<file path="src/rtl/pwm_pattern_gen_mc.sv">
// Multi-channel segment-pattern PWM: one shared prescaler and period counter,
// per-channel run FSMs, and a shadow configuration set swapped at period boundaries.
module pwm_pattern_gen_mc #(
   parameter int NCH  = 4,
   parameter int NSEG = 4,
   parameter int CW   = 16,
   parameter int IW   = 8
) (
   input  logic                   clksys,
   input  logic                   rst,
   input  logic [NCH-1:0]         enable,
   input  logic [NCH-1:0]         oneshot,
   input  logic [7:0]             prescale,
   input  logic [CW-1:0]          period,
   input  logic [NCH*NSEG*2-1:0]  pattern,
   input  logic [NCH*NSEG*IW-1:0] interval,
   input  logic                   cfg_load,
   output logic                   cfg_ack,
   output logic [NCH-1:0]         pwm_out,
   output logic [NCH-1:0]         pwm_oe,
   output logic [NCH-1:0]         busy,
   output logic [NCH-1:0]         period_done
);
   localparam int TW = IW + $clog2(NSEG);

   typedef enum logic [1:0] {IDLE = 2'd0, ARMED = 2'd1, RUN = 2'd2} state_t;

   logic [7:0]             sh_prescale;
   logic [7:0]             pre_cnt;
   logic [CW-1:0]          sh_period;
   logic [CW-1:0]          cnt;
   logic [NCH*NSEG*2-1:0]  sh_pattern;
   logic [NCH*NSEG*IW-1:0] sh_interval;
   logic                   pending_reg;
   logic                   tick;
   logic                   boundary;
   logic                   copy;
   logic [NCH-1:0]         run_vec;

   assign tick     = (pre_cnt == sh_prescale);
   assign boundary = tick && (cnt == sh_period);
   // Swap only where no running channel can see a half-old, half-new pattern.
   assign copy     = (boundary && (pending_reg || cfg_load)) || (pending_reg && !(|run_vec));

   always_ff @(posedge clksys or posedge rst) begin
      if (rst) begin
         sh_prescale <= '0;
         sh_period   <= '0;
         sh_pattern  <= '0;
         sh_interval <= '0;
         pending_reg <= 1'b0;
         cfg_ack     <= 1'b0;
         pre_cnt     <= '0;
         cnt         <= '0;
      end else begin
         cfg_ack <= copy;
         if (copy) begin
            sh_prescale <= prescale;
            sh_period   <= period;
            sh_pattern  <= pattern;
            sh_interval <= interval;
            pending_reg <= 1'b0;
         end else if (cfg_load) begin
            pending_reg <= 1'b1;
         end
         if (copy && !(|busy)) begin
            pre_cnt <= '0;
            cnt     <= '0;
         end else if (tick) begin
            pre_cnt <= '0;
            cnt     <= (cnt == sh_period) ? '0 : cnt + CW'(1);
         end else begin
            pre_cnt <= pre_cnt + 8'd1;
         end
      end
   end

   for (genvar gi = 0; gi < NCH; gi++) begin : g_ch
      state_t     state_reg;
      state_t     state_next;
      logic       os_done_reg;
      logic [1:0] code;
      logic       out_reg;
      logic       oe_reg;
      logic       done_reg;

      // Active segment is the first whose cumulative end lies beyond cnt.
      always_comb begin
         logic [TW-1:0] acc;
         logic          found;
         code  = 2'b00;
         acc   = '0;
         found = 1'b0;
         for (int s = 0; s < NSEG; s++) begin
            acc = acc + TW'(sh_interval[(gi*NSEG+s)*IW +: IW]);
            if (!found && ({{TW{1'b0}}, cnt} < {{CW{1'b0}}, acc})) begin
               code  = sh_pattern[(gi*NSEG+s)*2 +: 2];
               found = 1'b1;
            end
         end
      end

      always_comb begin
         state_next = state_reg;
         case (state_reg)
            IDLE:    if (enable[gi] && !os_done_reg) state_next = ARMED;
            ARMED:   if (!enable[gi]) state_next = IDLE;
                     else if (boundary) state_next = RUN;
            RUN:     if (boundary && (oneshot[gi] || !enable[gi])) state_next = IDLE;
            default: state_next = IDLE;
         endcase
      end

      // A finished one-shot stays parked until enable is withdrawn.
      always_ff @(posedge clksys or posedge rst) begin
         if (rst) begin
            state_reg   <= IDLE;
            os_done_reg <= 1'b0;
            out_reg     <= 1'b0;
            oe_reg      <= 1'b0;
            done_reg    <= 1'b0;
         end else begin
            state_reg <= state_next;
            if (!enable[gi]) begin
               os_done_reg <= 1'b0;
            end else if (state_reg == RUN && boundary && oneshot[gi]) begin
               os_done_reg <= 1'b1;
            end
            out_reg  <= (state_reg == RUN) && (code == 2'b10);
            oe_reg   <= (state_reg == RUN) && ((code == 2'b10) || (code == 2'b01));
            done_reg <= boundary && (state_reg == RUN);
         end
      end

      assign busy[gi]        = (state_reg != IDLE);
      assign run_vec[gi]     = (state_reg == RUN);
      assign pwm_out[gi]     = out_reg;
      assign pwm_oe[gi]      = oe_reg;
      assign period_done[gi] = done_reg;
   end
endmodule
</file>
<file path="config.mk">
export PLATFORM = sky130hd
export DESIGN_NAME = pwm_pattern_gen_mc
export DESIGN_NICKNAME = d
export VERILOG_FILES = /design/src/rtl/pwm_pattern_gen_mc.sv
export SDC_FILE = /design/constraint.sdc
export NUM_CORES = 1
export LEC_CHECK = 0
export ABC_CLOCK_PERIOD_IN_PS = 11750
export BUFFER_PORTS_ARGS = -buffer_cell sky130_fd_sc_hd__buf_2
export CAP_MARGIN = 25
export CORE_MARGIN = 5
export CORE_UTILIZATION = 45
export CTS_BUF_LIST = sky130_fd_sc_hd__clkbuf_4 sky130_fd_sc_hd__clkbuf_8
export CTS_CLUSTER_SIZE = 10
export DETAILED_ROUTE_END_ITERATION = 10
export HOLD_SLACK_MARGIN = 0.15
export PLACE_DENSITY_LB_ADDON = 0.3
export SETUP_SLACK_MARGIN = 0.1
export SLEW_MARGIN = 5
export SYNTH_ARGS = -nofsm -noshare
export SYNTH_HDL_FRONTEND = slang
export SYNTH_SLANG_ARGS = --single-unit
</file>
<file path="constraint.sdc">
create_clock -name clksys -period 11.75 [get_ports clksys]
set_input_delay 0.5875 -clock clksys [delete_from_list [all_inputs] [get_ports clksys]]
set_output_delay 0.5875 -clock clksys [all_outputs]
set_load 0.005 [all_outputs]
</file>
==> metrics.log <==
[metrics] result of the run: complete, no violations
[metrics] Port Buf Inserts: between 200 and 250
[metrics] DP Cell Count: 2277
[metrics] number of global-route vias before repair: around 13000
[metrics] number of I/O pins: roughly 210
[metrics] master of the slowest instance on the critical path: or4_1
[metrics] Non-Filler Instances: between 2000 and 2500
[metrics] number of antenna violations at the first check in global routing: 3
[metrics] initial core utilization: 0.4558
[metrics] DR vias: between 10000 and 15000
[metrics] clock tree from TritonCTS: yes
[metrics] max-cap violation count: 0
[metrics] weighted congestion reported at the end of routability-driven placement: 0.8357
[metrics] share of flip-flops with an asynchronous set or reset after synthesis: 1.000
[metrics] sum of routed wire length over all layers: roughly 43 mm
[metrics] final routed DRC violation total: 0
[metrics] Fmax achieved: 182.9 MHz
[metrics] global-route usage over all layers: 0.2091
[metrics] Tmin final: 5.467 ns
[metrics] Least-Margin Pin Slew: ~0.86 ns
[metrics] placeable core area: 36610 um^2
[metrics] Layout fillers: about 3300
[metrics] insertion delay to the later sink of the worst-skew pair: between 0.6 and 0.7 ns
[metrics] critical path launch point type: flip-flop
[metrics] CTS sink count: 234
[metrics] post-route met1 wirelength: roughly 20 mm
[metrics] Unique masters post-synth: 64
[metrics] cell repeated most along the worst path: ha_1
[metrics] H-tree lvl count: 2
[metrics] CTS max path bufs: 3
[metrics] most frequent cells in the layout: ha_1, dfrtp_1, buf_2
[metrics] Die Y-Extent: 202.6 um
[metrics] type of the worst setup path: reg -> reg
[metrics] biggest regs: sh_interval (128), sh_pattern (32)
[metrics] final hold violation count: 0
[metrics] die width: just over 200 um
[metrics] clock slew at reported path FFs: about 0.06 ns
[metrics] arrival time of the worst setup path: ~6 ns
[metrics] register bit total from synthesis: approximately 230
[metrics] setup repair after global routing missed its margin: false
[metrics] first-pass GRT wire length: 69.73 mm
[metrics] top cell type's share of synthesized area: 0.3509
[metrics] vias per cell: roughly 5.4
[metrics] Synth-to-Final Area Change: 15.89%
[metrics] Largest Register: sh_interval
[metrics] EDFF count, synth: 0
[metrics] detail-routed net length per standard cell: about 18 um
[metrics] sum of net half-perimeters after detailed placement: 31.49 mm
[metrics] post-route clock period utilization: 0.4653
[metrics] Cell Rows: 70
[metrics] post-cts resize count: 0
[metrics] die area: approximately 41000 um^2
[metrics] Seq/Total Area, Yosys: 0.3509
[metrics] Cell Area, Synth: about 17000 um^2
[metrics] fraction of layout instances using a drive strength above 1: 0.1922
[metrics] final setup fails: 0
[metrics] number of detailed-route iterations in the first pass: 5
[metrics] CP cell instances: ha_1, fa_1, xor2_1, ha_1, nor2b_1, o21a_1, or2_2, and2_1, o21ai_0, nand2b_1, xor2_1, ha_1, or4_1, o2111ai_1, xnor2_1, ha_1, a2111oi_0, and3_1, a22oi_1, ha_1, nor2_1
[metrics] Total Nets Final: roughly 2300
[metrics] Max transition margin: 0.4236
[metrics] DRC violation total after the first TritonRoute iteration: between 500 and 600
[metrics] delay of the slowest cell on the worst path: 0.52 ns
[metrics] syn avg cell area: ~10 um^2
[metrics] clock skew: ~0.026 ns
[metrics] met3 WL post-DR: around 2.1 mm
[metrics] area leader, netlist: dfrtp_1
[metrics] number of buffers created by CTS: 43
[metrics] Worst Hold Class: in -> reg
[metrics] Crit Path Max Fanout: 4
[metrics] nets in the synthesized netlist: between 2000 and 2500
[metrics] post-synthesis cell count: ~1600
[metrics] setup total negative slack: 0 ns
[metrics] Worst EP required: 12.30 ns
[metrics] primary flip-flop cell chosen by synthesis mapping: dfrtp_1
[metrics] max reg flops: between 100 and 150
[metrics] antenna-violating nets left: 0
[metrics] total of warnings raised by yosys: 0
[metrics] endpoint kind of the worst setup timing path: flip-flop
[metrics] GRT Residual Overflow: 0
[metrics] CTS Root Cell: clkbuf_8
[metrics] final max-slew violation count: 0
[metrics] largest net degree at the start of global routing: 106
[metrics] detailed-routed wire length on met2: approximately 19 mm
[metrics] ranking of synthesized cells by area: dfrtp_1, ha_1, mux2_1
[metrics] top routing layer used: met4
-- cells by family (layout without fill, tap and decap cells) --
| group | after synthesis | after routing | synth area share |
|---|---|---|---|
| other cells | 0 | 1 | 0 |
| xor+xnor | 112 | 112 | 0.05878 |
| fa+ha+maj | 246 | 246 | 0.1898 |
| compound gates | 355 | 355 | 0.1374 |
| simple gates | 369 | 369 | 0.1139 |
| flops | 234 | 234 | 0.3509 |
| buf+inv | 168 | 451 | 0.04933 |
| mux | 148 | 148 | 0.09987 |
-- metrics by stage --
stage | setup slack, ns | cell area (um^2) | utilization | hold slack (ns)
after CTS | 6.286 | 19320 | 0.5276 | 0.1503
after global routing | 5.900 | 19340 | 0.5282 | 0.1635
final | 6.283 | 19340 | 0.5283 | 0.1888
after floorplan | 4.745 | 16690 | - | 0.4479
after global placement | 6.486 | 18080 | 0.4938 | 0.4675
after detailed placement | 6.297 | 18080 | 0.4938 | 0.4803
-- cells in the mapped netlist (7+ instances only) --
library cell  instances
a211oi_1             23
mux2_2               44
mux2_1              104
and2_1                8
buf_4                14
nand4_1              11
or3_1                10
o21ai_0             105
a2111oi_0             8
o21a_1               24
or2_2                 9
xor2_1               45
nor2_1              100
a21oi_1              84
nor4_1               12
nand2_1              82
fa_1                 12
nand2b_1             37
a21o_1               49
nand3_1              15
nand3b_1              9
inv_1               118
clkbuf_1              9
nor2b_1              20
ha_1                234
nor3_1               15
buf_8                10
buf_2                16
dfrtp_1             234
o2111ai_1             9
nor3b_1               7
xnor2_1              67
and3_1               13
-- critical path, delay by kind of cell (launching register included) --
kind,cells,cell delay (ns)
xor+xnor,3,0.56
simple gates,7,1.66
flops,1,0.40
fa+ha+maj,6,1.72
compound gates,5,1.05
-- area by class of cell --
type / count / area, um^2 / area share
antenna: 1 / 2.502 / 0.0001294
clock buffer: 66 / 820.8 / 0.04244
clock inverter: 9 / 118.9 / 0.006146
inverter: 118 / 450.4 / 0.02329
multi-input combinational: 1230 / 10010 / 0.5176
sequential: 234 / 5856 / 0.3028
tap: 468 / 585.6 / 0.03028
timing repair buffer: 258 / 1496 / 0.07738
-- final timing paths --
path	startpoint	to	slack (ns)	cells after the start
worst max-delay path	sh_interval[96]	g_ch[3].oe_reg	6.28	21
worst min-delay path	interval[99]	sh_interval[99]	0.19	3
worst max register to register	sh_interval[96]	g_ch[3].oe_reg	6.28	21
worst min register to register	g_ch[2].state_reg[1]	g_ch[2].state_reg[0]	0.49	1
max in group asynchronous	rst	sh_interval[17]	9.77	4
min in group asynchronous	rst	sh_pattern[28]	0.65	3
-- metal layers --
metal	GRT usage	up-vias
li1	-	6338
met1	0.2871	6128
met2	0.3389	269
met3	0.03945	61
met4	0.06159	0
met5	0	-
-- what timing repair did --
item,in CTS,in global routing
hold buffers,30,0
hold endpoints to repair,92,0
setup buffers,0,0
Power is not shown: default switching activity piles up to over one toggle a cycle in this logic, so the estimate is an artifact.
